===== src/rtl/irq_sched_pkg.sv =====
// irq_sched_pkg: shared constants for the tenyr interrupt scheduler --
// source count, vector width, register offsets and FSM state encoding.
package irq_sched_pkg;

   localparam int IRQ_COUNT = 32;
   localparam int IDX_BITS  = 5;

   localparam logic [2:0] ADDR_PEND   = 3'd0;
   localparam logic [2:0] ADDR_MASK   = 3'd1;
   localparam logic [2:0] ADDR_MODE   = 3'd2;
   localparam logic [2:0] ADDR_INSV   = 3'd3;
   localparam logic [2:0] ADDR_SWSET  = 3'd4;
   localparam logic [2:0] ADDR_STATUS = 3'd5;

   typedef enum logic [1:0] {
      ST_IDLE = 2'd0,
      ST_REQ  = 2'd1
   } state_t;

endpackage


===== src/rtl/prio_enc32.sv =====
// prio_enc32: 32-bit find-first-set; index 0 is highest priority.
// valid_o is low when no request bit is set (idx_o is then 0).
module prio_enc32
   import irq_sched_pkg::*;
(
   input  logic [IRQ_COUNT-1:0] req_i,
   output logic [IDX_BITS-1:0]  idx_o,
   output logic                 valid_o
);

   // scan from the top down so the lowest set index is the one left standing
   always_comb begin
      idx_o   = '0;
      valid_o = |req_i;
      for (int i = IRQ_COUNT - 1; i >= 0; i--) begin
         if (req_i[i]) idx_o = i[IDX_BITS-1:0];
      end
   end

endmodule


===== src/rtl/irq_sched.sv =====
// irq_sched: 32-source interrupt priority scheduler with trap/ack handshake
// and a small register port. Define IRQ_SCHED_NEST_EN to allow strictly
// higher-priority sources to preempt while others are in service; without it
// no trap is raised while any source is in service.
module irq_sched
   import irq_sched_pkg::*;
(
   input  logic                 clk,
   input  logic                 reset_n,
   input  logic [IRQ_COUNT-1:0] irq,
   input  logic                 strobe,
   input  logic                 rw,
   input  logic [2:0]           addr,
   input  logic [31:0]          wdata,
   output logic [31:0]          rdata,
   output logic                 trap,
   output logic [IDX_BITS-1:0]  vec,
   input  logic                 ack
);

`ifdef IRQ_SCHED_NEST_EN
   localparam bit NEST_EN = 1'b1;
`else
   localparam bit NEST_EN = 1'b0;
`endif

   state_t                state_q, state_d;
   logic [IDX_BITS-1:0]   vec_q, vec_d;
   logic [IRQ_COUNT-1:0]  irq_prev_q;
   logic [IRQ_COUNT-1:0]  pend_q, pend_d;   // edge-latched and software-set bits
   logic [IRQ_COUNT-1:0]  mask_q, mode_q;
   logic [IRQ_COUNT-1:0]  insv_q, insv_d;
   logic [31:0]           rdata_q, rd_mux;

   logic                  wr_en;
   logic [IRQ_COUNT-1:0]  pend, rise, pend_w1c, insv_w1c, swset;
   logic [IRQ_COUNT-1:0]  below_mask, prio_ok, eligible, ack_onehot;
   logic [IDX_BITS-1:0]   insv_idx, elig_idx;
   logic                  insv_any, elig_any, ack_take;

   // lowest in-service source bounds which sources may still preempt
   prio_enc32 u_insv_enc (.req_i(insv_q),   .idx_o(insv_idx), .valid_o(insv_any));
   prio_enc32 u_elig_enc (.req_i(eligible), .idx_o(elig_idx), .valid_o(elig_any));

   // pending view, write decode and eligibility
   always_comb begin
      wr_en      = strobe & rw;
      rise       = irq & ~irq_prev_q;
      // level sources follow the line, with the software bit ORed in
      pend       = (mode_q & pend_q) | (~mode_q & (irq | pend_q));
      pend_w1c   = (wr_en && addr == ADDR_PEND)  ? wdata : '0;
      insv_w1c   = (wr_en && addr == ADDR_INSV)  ? wdata : '0;
      swset      = (wr_en && addr == ADDR_SWSET) ? wdata : '0;
      below_mask = (32'h1 << insv_idx) - 32'h1;
      prio_ok    = insv_any ? (NEST_EN ? below_mask : '0) : '1;
      eligible   = pend & mask_q & ~insv_q & prio_ok;
   end

   // FSM next state: latch a vector in IDLE, hold it through REQ
   always_comb begin
      state_d  = state_q;
      vec_d    = vec_q;
      ack_take = 1'b0;
      case (state_q)
         ST_IDLE: begin
            if (elig_any) begin
               vec_d   = elig_idx;
               state_d = ST_REQ;
            end
         end
         ST_REQ: begin
            if (ack) begin
               ack_take = 1'b1;
               state_d  = ST_IDLE;
            end else if (!(pend[vec_q] && mask_q[vec_q])) begin
               state_d  = ST_IDLE;
            end
         end
         default: state_d = ST_IDLE;
      endcase
   end

   // register next values: sets beat clears on PEND, W1C beats ack on INSV
   always_comb begin
      ack_onehot = ack_take ? (32'h1 << vec_q) : '0;
      pend_d     = (pend_q & ~(pend_w1c | ack_onehot)) | swset | (mode_q & rise);
      insv_d     = (insv_q | ack_onehot) & ~insv_w1c;
      rd_mux     = '0;
      case (addr)
         ADDR_PEND:   rd_mux = pend;
         ADDR_MASK:   rd_mux = mask_q;
         ADDR_MODE:   rd_mux = mode_q;
         ADDR_INSV:   rd_mux = insv_q;
         ADDR_STATUS: rd_mux = {22'b0, state_q, 3'b0, vec_q};
         default:     rd_mux = '0;
      endcase
   end

   // state and register file update
   always_ff @(posedge clk) begin
      if (!reset_n) begin
         state_q    <= ST_IDLE;
         vec_q      <= '0;
         irq_prev_q <= '0;
         pend_q     <= '0;
         mask_q     <= '0;
         mode_q     <= '0;
         insv_q     <= '0;
         rdata_q    <= '0;
      end else begin
         state_q    <= state_d;
         vec_q      <= vec_d;
         irq_prev_q <= irq;
         pend_q     <= pend_d;
         insv_q     <= insv_d;
         if (wr_en && addr == ADDR_MASK) mask_q <= wdata;
         if (wr_en && addr == ADDR_MODE) mode_q <= wdata;
         if (strobe && !rw)              rdata_q <= rd_mux;
      end
   end

   assign trap  = (state_q == ST_REQ);
   assign vec   = vec_q;
   assign rdata = rdata_q;

endmodule


===== config.mk =====
export PLATFORM = sky130hd
export DESIGN_NAME = irq_sched
export DESIGN_NICKNAME = d
export VERILOG_FILES = /design/src/rtl/irq_sched_pkg.sv /design/src/rtl/prio_enc32.sv /design/src/rtl/irq_sched.sv
export SDC_FILE = /design/constraint.sdc
export NUM_CORES = 1
export LEC_CHECK = 0
export CAP_MARGIN = 30
export CORE_UTILIZATION = 51
export DETAILED_ROUTE_END_ITERATION = 8
export PLACE_DENSITY = 0.76
export SYNTH_ARGS = -nofsm -noshare
export SYNTH_HDL_FRONTEND = slang
export SYNTH_SLANG_ARGS = --single-unit

===== constraint.sdc =====
create_clock -name clk -period 1.6 [get_ports clk]
set_input_delay 0.16 -clock clk [delete_from_list [all_inputs] [get_ports clk]]
set_output_delay 0.16 -clock clk [all_outputs]
set_load 0.01 [all_outputs]

# After elaboration in Yosys (flattened, before gate mapping)
# Index checks and enable logic that the tools add are counted.
# op_classes
n_reduce_logical	14
eq_ne	8
n_bitwise	21
shift	1
magnitude_cmp	1
muxes	48
# op_table
cell	count
bitwise AND 32 bit	9
OR 32 bit	6
two-way mux 32 bit	5
two-way mux 5 bit	32
inverter 32 bit	5
one-hot mux 32 bit (5 select lines)	1
OR reduction 32 bit	2
<< shifter 1 x 5 -> 32 bit, first input constant	1
binary-select mux 1 bit (select 5 bit)	2
logical AND 1 bit	7
== test 3 x 2 -> 1 bit, second input constant	2
== test 3 bit, second input constant	2
less-than comparator 5 x 6 -> 1 bit, second input constant	1
two-way mux 2 bit	3
two-way mux 1 bit	4
one-hot mux 2 bit (2 select lines)	1
AND reduction 2 bit	2
== test 3 x 1 -> 1 bit, second input constant	1
zero test 3 bit	1
inequality test 3 bit, second input constant	1
== test 2 x 1 -> 1 bit, second input constant	1
zero test 2 bit	1
inequality test 2 bit, second input constant	1
bitwise AND 1 bit	1
zero test 1 bit	1
# word_totals
out_inout_bits	38
register_bits	199
input_bits	72
wordCells	101

# Depth between registers and ports, before layout
# Gate-level depths: netlist (run 1).
# logic_depth
word_depth	38
ltp_mapped	9
mapped_depth_nobuf	7

# Hierarchy
# From an unflattened synthesis (run 1), not the netlist that was laid out.
# hier_totals
hier_cells	1279
area_unflattened_um2	9691.8
# modules_own_cells
mod	cells_per_inst	area_each_um2	instances
irq_sched	1149	8921.1	1
prio_enc32	65	385.4	2

# Worst setup path before layout (run 1)
# Ideal clock, no wire load.
# synth_path
kind	flip-flop to flip-flop
startpoint	reg vec_q[1], in the netlist vec[1]
endpoint	reg state_q[0]
arrival_ns	1.673
path_stages_with_launch	6
slack_ns	-0.143
synth_period_minus_slack_ns	1.743
path_buffers	1
required_time_ns	1.530
setup_ns	0.070
cell_sequence	dfxtp_1 buf_2 mux4_2 a2111oi_2 o22ai_1 a21boi_1
# synth_via
elab_chain_cells	5
elab_cells_between_ends	7
cone_classes	eq/ne (1); mux (4); reduce/logical (2)
# synth_rtl
item	line_no	text
start: declaration	irq_sched.sv:28	logic [IDX_BITS-1:0] vec_q, vec_d;
start signal: assignment	irq_sched.sv:112	vec_q <= vec_d;
binary-select mux 1 bit (select 5 bit)	irq_sched.sv:75	end else if (!(pend[vec_q] && mask_q[vec_q])) begin
two-way mux 1 bit (not written as such)	irq_sched.sv:75	
logical AND 1 bit *	irq_sched.sv:75	
inequality test 3 bit (no source line) *	-	
AND reduction 2 bit (no source line) *	-	
end signal: assignment	irq_sched.sv:111	state_q <= state_d;
end: declaration	irq_sched.sv:27	state_t state_q, state_d;
# Every way passes the cells marked *; elsewhere a longest branch is shown, timed or not. The select of a mux whose other input is x is not followed.
# A chain may end at the register's enable or synchronous reset.

# Final worst setup path (run 1)
# layout_path
startpoint	reg mode_q[13]
endpoint	reg vec_q[1], in the netlist vec[1]
# layout_via
elab_chain_cells	20
elab_cells_between_ends	23
cone_classes	mux (14); bitwise (7); reduce/logical (2)
# layout_rtl
item	line_no	text
start: declaration	irq_sched.sv:31	logic [IRQ_COUNT-1:0] mask_q, mode_q;
start signal: assignment	irq_sched.sv:117	if (wr_en && addr == ADDR_MODE) mode_q <= wdata;
inverter 32 bit	irq_sched.sv:50	pend = (mode_q & pend_q) | (~mode_q & (irq | pend_q));
bitwise AND 32 bit	irq_sched.sv:50	
OR 32 bit *	irq_sched.sv:50	
bitwise AND 32 bit * (3 in series)	irq_sched.sv:56	eligible = pend & mask_q & ~insv_q & prio_ok;
two-way mux 5 bit (14 in series)	prio_enc32.sv:16	if (req_i[i]) idx_o = i[IDX_BITS-1:0];
# Every way passes the cells marked *; elsewhere a longest branch is shown, timed or not.

==> results of run 1 <==
==> final cells by class <==
cell class,instances,area share (%)
Sequential cell,198,28.21
Clock inverter,14,1.373
Timing Repair Buffer,371,22.90
Tap cell,234,2.073
Clock buffer,18,3.110
Multi-Input combinational cell,951,42.23
Inverter,4,0.1063
==> worst reg2reg max path, delay by kind of cell (launching register included) <==
family	cells	cell delay, ns
buffers and inverters	1	0.11
AND/OR/NAND/NOR	3	0.45
flip-flops	1	0.33
AO/OA/AOI/OAI	4	0.94
==> sequential cells by signal (all words and copies together), names as in the netlist <==
signal      cells
insv_q         32
irq_prev_q     32
mask_q         32
mode_q         32
pend_q         32
rdata          32
state_q         1
vec             5
==> path summary, 6_finish.rpt <==
path              startpoint          to  slack, ns  cells past startpoint
setup / recovery  mode_q[13]      vec[1]      -0.33                      8
hold reg to reg   mask_q[14]  mask_q[14]       0.49                      2
setup reg to reg  mode_q[13]      vec[1]      -0.33                      8
hold / removal       reset_n   insv_q[2]       0.08                      3
==> stage by stage <==
stage / cell area (µm²) / total power, mW
3_3_place_gp: 12910 / 6.409
6_report: 14120 / 11.17
3_5_place_dp: 12910 / 6.432
5_1_grt: 14120 / 11.50
4_1_cts: 13690 / 11.10
2_1_floorplan: 9781 / 5.728
==> per-layer routing <==
metal  up-vias  track usage, %
met2       527           55.63
li1       4972               -
met3        97           6.359
met5         -               0
met1      5144           44.18
met4         0           13.82
==> cells in the final DEF (no fill, tap or decap), types with 7 or more instances in the layout <==
master             n
a221oi_2           8
o211ai_1           8
a31oi_1           27
o211a_1           26
nor4_2            11
o22ai_1            7
and2_1            34
clkdlybuf4s50_1  100
mux2i_1            7
nor2_4             8
dfxtp_2           10
o21ai_1           17
a22oi_1           32
nor2_2            13
dfxtp_1          186
o21ai_0           55
nand2_1          247
buf_12            12
nor2_1            62
o21a_1             8
a21boi_1          36
nor2b_2           14
a21boi_0          32
a221oi_1          22
a21oi_1           75
nor2b_1           92
o21ai_2           18
nand3_1            7
clkbuf_16         17
buf_4            245
==> logic make-up (layout without fill, tap and decap cells) <==
family / Yosys count / in the layout / synth area share [%]
AO/OA/AOI/OAI: 399 / 399 / 27.38
flip-flops: 198 / 198 / 40.61
AND/OR/NAND/NOR: 540 / 540 / 26.71
buffers and inverters: 81 / 407 / 3.423
multiplexers: 12 / 12 / 1.872
==> power groups by stage <==
stage	registers, mW	logic (mW)	clock network, mW
6_report	5.09	1.37	4.71
5_1_grt	5.09	1.46	4.95
4_1_cts	5.08	1.28	4.74
3_5_place_dp	5.19	1.24	0
3_3_place_gp	5.19	1.22	0
2_1_floorplan	5.19	0.534	0
==> timing repair <==
action,in CTS,in global routing
gates resized for setup,45,97
hold buffers,0,0
pin swaps,10,19
setup buffers,3,7
gates cloned,0,0
endpoints found under the hold margin,0,0
endpoints found under the setup margin,45,102
==> qor.csv, run 1 <==
metric,value,unit
outcome,finished with violations,
violations,negative setup slack,
routed-wl-met3,2626,µm
cp.buffers_inverters,1,
p_int,8.378,mW
fill_cells,1343,
dieHeight,140.3,µm
synth_enable_flop_cells,0,
setup_ws,-0.3254,ns
ys_types,56,
final_hold_viol_count,0,
first_iter_violations,1109,
die-area,19700,µm²
start_util,52.18,%
startpoint_type,flip-flop,
synth.avg_cell_area,7.935,µm²
met2WireLength,15980,µm
routed_wl,33890,µm
crit_required,1.96,ns
htreeDepth,4,
drv_slew,0,
numCtsBuffers,17,
setup_tns,-1.690,ns
setup_violations,6,
grt.total_usage,34.01,%
cp_cell_sequence,nor2b_1 > o211ai_1 > o2111ai_2 > nor3_2 > a41o_4 > buf_4 > nand3_1 > o31ai_2,
p_sw,2.789,mW
leakagePower,5.648,nW
fmax,519.4,MHz
seqPwrFrac,45.5,%
clock_sinks,198,
rsz0062_at_grt,true,
vias_per_cell,6.000,
final_nets,1615,
clk_pin_slew,0.07,ns
cts-root-buf,clkbuf_16,
port_buffers,109,
drive_above_1_share,27.31,%
crit_family,compound AO/OA/AOI/OAI gates,
diodes,0,
tightestPinTransition,0.4623,ns
yosysTopAreaCell,dfxtp_1,
pre_cts_ws,-0.6998,ns
ant_nets,0,
power_density,790.8,nW/µm²
ios,110,
p_clk_share,42.2,%
top_layer_used,met4,
endpoint_kind,flip-flop,
combPwrFrac,12.3,%
grt_pass1_vias,10240,
peakVddDrop,0.7922,mV
cp_data_arrival_time,2.29,ns
area_growth,44.67,%
postSynthCellCount,1230,
ys_seq_elements,198,
num_vias,10740,
switching_share,24.97,%
core,18710,µm²
clock_path_buffers,2,
crit_fanout,5,
place_congestion,1.018,
grt_pass1_wl,52550,µm
grt-ovfl-total,0,
drc,0,
firstDrtPassIters,5,
max-slew-margin-rel,69.10,%
rows,50,
post-place-cells,1748,
ys_top_cells_by_area,"dfxtp_1, nand2_1, nor2b_1",
critPathMaxStageDelay,0.35,ns
layout_min_cycle_time,1.925,ns
dp_hpwl,23640,µm
wirelength_met1,14230,µm
die_x,140.3,µm
antenna_found_initial,0,
final_cells,1790,
slowest_stage,o211ai_1,
async_flop_share,0,%
ys_seq_area_share,40.61,%
syn-cell-area,9761,µm²
worstSetupPathType,reg2reg,
ys_top_cells_by_count,"nand2_1, dfxtp_1, nor2b_1",
fin_skew,0.009999,ns
insertion_delay,0.45,ns
synth_most_common_cell,nand2_1,
yosys_warnings,0,
min_path_type,in2reg,
ys.flop_type,dfxtp_1,
grt_max_degree,83,
multi_input_comb_area,5963,µm²
wl_per_cell,18.93,µm
syn_nets,1302,
whs,0.08438,ns
maxCapViolations,0,
regArea,3984,µm²
synth_top_area_share,40.61,%
post-route-period-util,120.3,%
utilization,75.49,%
cts_tree,yes,
Power figures use the tool's default switching activity.
==> run 2: changes to the inputs <==
- CELL_PAD_IN_SITES_DETAIL_PLACEMENT: default -> 1
- CELL_PAD_IN_SITES_GLOBAL_PLACEMENT: default -> 1
- CORE_UTILIZATION: 51 -> 38
- PLACE_DENSITY: 0.76 -> default
- PLACE_DENSITY_LB_ADDON: default -> 0.1
==> qor.csv, run 2 (same netlist as run 1, synthesis figures left out) <==
metric,value,unit
grt_pass1_vias,10920,
fin_skew,0.03133,ns
place_congestion,0.9105,
htreeDepth,4,
clock_path_buffers,2,
diodes,0,
ios,110,
setup_ws,-0.4198,ns
r2r_cells,10,
hold_path_startpoint,reset_n,
cp.buffers_inverters,3,
grt_max_degree,79,
peakVddDrop,0.6522,mV
setup_violations,6,
crit_family,simple AND/OR/NAND/NOR gates,
cp_cell_sequence,buf_6 > nor2b_1 > o21ai_1 > nand4_1 > nor4_2 > buf_4 > a41o_4 > buf_4 > nand3_1 > o21ai_1,
antenna_found_initial,0,
insertion_delay,0.46,ns
dieHeight,162.3,µm
dp_hpwl,27400,µm
outcome,finished with violations,
critPathLaunch,insv_q[31],
vias_per_cell,5.586,
rr_startpoint,insv_q[31],
endpoint_kind,flip-flop,
final_hold_viol_count,0,
area_growth,45.48,%
layout_min_cycle_time,2.020,ns
ctsHoldBuffers,0,
final_nets,1616,
grt.total_usage,29.38,%
ant_nets,0,
setup_tns,-2.148,ns
crit_fanout,5,
drc,0,
die-area,26330,µm²
cp_data_arrival_time,2.38,ns
port_buffers,109,
rsz0062_at_grt,true,
wl_per_cell,20.58,µm
maxCapViolations,0,
r2r-end,vec[2],
grt-ovfl-total,0,
power_density,768.0,nW/µm²
pre_cts_ws,-0.7694,ns
fmax,495.1,MHz
firstDrtPassIters,5,
min_to,state_q[0],
worstSetupPathType,reg2reg,
routed_wl,38800,µm
crit_required,1.96,ns
clk_pin_slew,0.08,ns
drive_above_1_share,26.17,%
drv_slew,0,
critPathMaxStageDelay,0.36,ns
cts-root-buf,clkbuf_16,
max-slew-margin-rel,65.19,%
start_util,38.76,%
final_common_cell,nand2_1,
hold_depth,2,
most-common-layout-cells,"nand2_1, buf_4, dfxtp_1",
clock_sinks,198,
core,25180,µm²
cts_tree,yes,
p_total,10.91,mW
rows,58,
regToRegSetupSlack,-0.42,ns
num_vias,10530,
die_x,162.3,µm
slowest_stage,dfxtp_2,
tightestPinTransition,0.5167,ns
post-route-period-util,126.2,%
numCtsBuffers,17,
placed_cell_area,13120,µm²
final_area,14200,µm²
grt_pass1_wl,59870,µm
startpoint_type,flip-flop,
violations,negative setup slack,
first_iter_violations,533,
min_path_type,in2reg,
leakagePower,5.609,nW
-- run 2: cell count changes in the layout (fill, tap and decap cells not counted), moves of 4 or more --
cell	previous run	this run
nor2b_2	14	6
o21ai_2	18	8
nor2b_1	92	100
o21ai_1	17	26
a221oi_2	8	12
clkinv_4	0	5
a221oi_1	22	18
inv_6	5	1
-- run 2: cell type report --
cell class	instances	area, µm²
multi-input cells	951	5941
fillers	3022	10980
clock buffers	17	425.4
well taps	330	412.9
clock inverters	13	147.6
flip-flops and latches	198	3984
inverters	4	15.01
repair buffers	372	3274
-- run 2: worst reg2reg max path, cell delays in order, from the launching register on --
cell and delay [ns]:
dfxtp_2 0.36, buf_6 0.11, nor2b_1 0.06, o21ai_1 0.14, nand4_1 0.26, nor4_2 0.33
buf_4 0.16, a41o_4 0.24, buf_4 0.11, nand3_1 0.07, o21ai_1 0.09
-- run 2: worst max path at each step --
| stage | slack (ns) | cells past startpoint | to |
|---|---|---|---|
| 2_1_floorplan | -0.13 | 7 | vec[0] |
| 3_3_place_gp | -0.67 | 9 | vec[0] |
| 3_5_place_dp | -0.77 | 8 | vec[0] |
| 4_1_cts | -0.42 | 8 | vec[0] |
| 5_1_grt | -0.49 | 10 | vec[2] |
| 6_report | -0.42 | 10 | vec[2] |
-- run 2: per-stage QoR --
stage / instances / hold slack [ns] / utilization (%)
finish: 1885 / 0.1097 / 56.39
floorplan: 1230 / 0.2499 / -
global placement: 1851 / 0.4642 / 52.12
global route: 1885 / 0.1017 / 56.39
detailed placement: 1851 / 0.4829 / 52.12
CTS: 1882 / 0.08847 / 54.86
-- run 2: repair_timing --
action                                  in CTS  in global routing
hold endpoints to repair                     0                  0
endpoints found under the setup margin      83                 57
pin swaps                                    9                 16
gates cloned                                 0                  0
buffers inserted                             1                  3
gates resized for setup                     47                 83
-- run 2: layer usage --
layer / vias to the layer above / global-route usage, % / wire length, µm
met5: - / 0 / 0
met4: 0 / 9.734 / 832
met3: 59 / 3.754 / 1593
met2: 294 / 49.01 / 18360
met1: 5212 / 39.03 / 18020
li1: 4964 / - / -
-- run 2: power breakdown --
group / internal, mW / switching, mW
sequential: 5.02 / 0.0588
clock: 2.20 / 2.20
combinational: 0.684 / 0.750
==> run 3: changes to the inputs <==
- CORE_MARGIN: default -> 5
- clock period: 1.6 -> 1.74 ns (I/O delays scaled with it)
==> qor.csv, run 3 (same netlist as run 1, synthesis figures left out) <==
metric,value,unit
crit_family,simple AND/OR/NAND/NOR gates,
p_total,9.918,mW
min_path_type,in2reg,
cp.depth,8,
layout_min_cycle_time,2.014,ns
post-route-period-util,115.7,%
cts_tree,yes,
r2r_cells,8,
final_cells,1875,
crit_end,vec[0],
startpoint_type,flip-flop,
leakagePower,5.449,nW
dp_hpwl,28220,µm
wl_per_cell,20.94,µm
endpoint_kind,flip-flop,
first_iter_violations,846,
ios,110,
die-area,28990,µm²
drc,0,
grt_max_degree,71,
rows,58,
worstSetupPathType,reg2reg,
cp_cell_sequence,nor4_1 > buf_4 > nand4_1 > nor3_4 > nand2b_2 > a41o_4 > and3_4 > a31o_1,
dieHeight,170.3,µm
rr_startpoint,insv_q[30],
port_buffers,109,
start_util,38.65,%
outcome,finished with violations,
antenna_found_initial,1,
pre_cts_ws,-0.6273,ns
htreeDepth,4,
die_x,170.3,µm
ctsHoldBuffers,0,
area_growth,42.38,%
multi_input_comb_area,5752,µm²
setup_violations,10,
final_area,13900,µm²
slowest_stage,dfxtp_1,
insertion_delay,0.45,ns
maxCapViolations,0,
ant_nets,0,
firstDrtPassIters,6,
crit_required,2.08,ns
fmax,496.6,MHz
violations,negative setup slack,
clock_path_buffers,2,
diodes,0,
placed_cell_area,13030,µm²
tightestPinTransition,0.4841,ns
regArea,3973,µm²
post-place-cells,1839,
clk_pin_slew,0.09,ns
clock_sinks,198,
final_hold_viol_count,0,
routed_wl,39270,µm
num_vias,10490,
max-slew-margin-rel,67.65,%
grt_pass1_wl,61380,µm
peakVddDrop,0.4859,mV
setup_ws,-0.2738,ns
most-common-layout-cells,"nand2_1, buf_4, dfxtp_1",
whs,0.1950,ns
fill_cells,3033,
cp_data_arrival_time,2.35,ns
core,25250,µm²
grt_pass1_vias,11110,
critPathMaxStageDelay,0.33,ns
final_common_cell,nand2_1,
drive_above_1_share,24.08,%
place_congestion,0.8969,
cp.buffers_inverters,1,
fin_skew,0.01758,ns
drv_slew,0,
final_nets,1604,
cts-root-buf,clkbuf_16,
power_density,713.7,nW/µm²
numCtsBuffers,17,
rsz0062_at_grt,true,
regToRegSetupSlack,-0.27,ns
critPathLaunch,insv_q[30],
grt-ovfl-total,0,
vias_per_cell,5.593,
r2r-end,vec[0],
crit_fanout,5,
grt.total_usage,27.02,%
run 3: cell count changes in the layout (fill, tap and decap cells not counted), moves of 6 or more:
cell	change
nor2_4	-8
a221oi_2	-12
nor2_1	+7
buf_4	-8
o21ai_1	-6
a221oi_1	+12
run 3: how the worst min path moves through the flow:
stage / depth (start not counted) / to / startpoint / slack [ns]
after floorplan: 1 / insv_q[14] / wdata[14] / 0.26
final: 2 / insv_q[3] / reset_n / 0.20
after detailed placement: 2 / mask_q[19] / mask_q[19] / 0.47
after global placement: 2 / mask_q[23] / mask_q[23] / 0.46
after CTS: 2 / insv_q[3] / reset_n / 0.18
after global routing: 2 / insv_q[3] / reset_n / 0.19
run 3: final cells by class:
cell class	instances	share of cell area, %
multi-input combinational	951	41.39
clock inverter	12	0.7923
clock buffer	20	3.286
sequential	198	28.59
tap	330	2.971
inverter	4	0.1080
timing repair buffer	360	22.87
run 3: timing repair:
item / 4_1_cts / 5_1_grt
gates resized for setup: 45 / 32
setup endpoints to repair: 25 / 32
setup buffers: 2 / 2
pin swaps: 9 / 5
cloned: 0 / 0
run 3: where the power goes:
| group | leakage (nW) | internal (mW) | switching [mW] |
|---|---|---|---|
| combinational | 3.57 | 0.612 | 0.656 |
| clock | 0.267 | 1.96 | 2.02 |
| sequential | 1.61 | 4.62 | 0.0534 |
| total | 5.45 | 7.19 | 2.72 |
run 3: routing by layer:
layer	GRT usage (%)	up-vias	share of wire, %
met5	0	-	0.033
met4	8.785	2	2.5
met3	3.624	57	5.1
met2	45.10	291	47
met1	36.27	5194	46
li1	-	4943	-
run 3: through the flow:
| step | setup TNS [ns] | utilization (%) |
|---|---|---|
| 6_report | -1.397 | 55.03 |
| 5_1_grt | -2.189 | 55.03 |
| 4_1_cts | -1.390 | 54.52 |
| 3_5_place_dp | -39.41 | 51.60 |
| 3_3_place_gp | -34.42 | 51.60 |
| 2_1_floorplan | 0 | - |
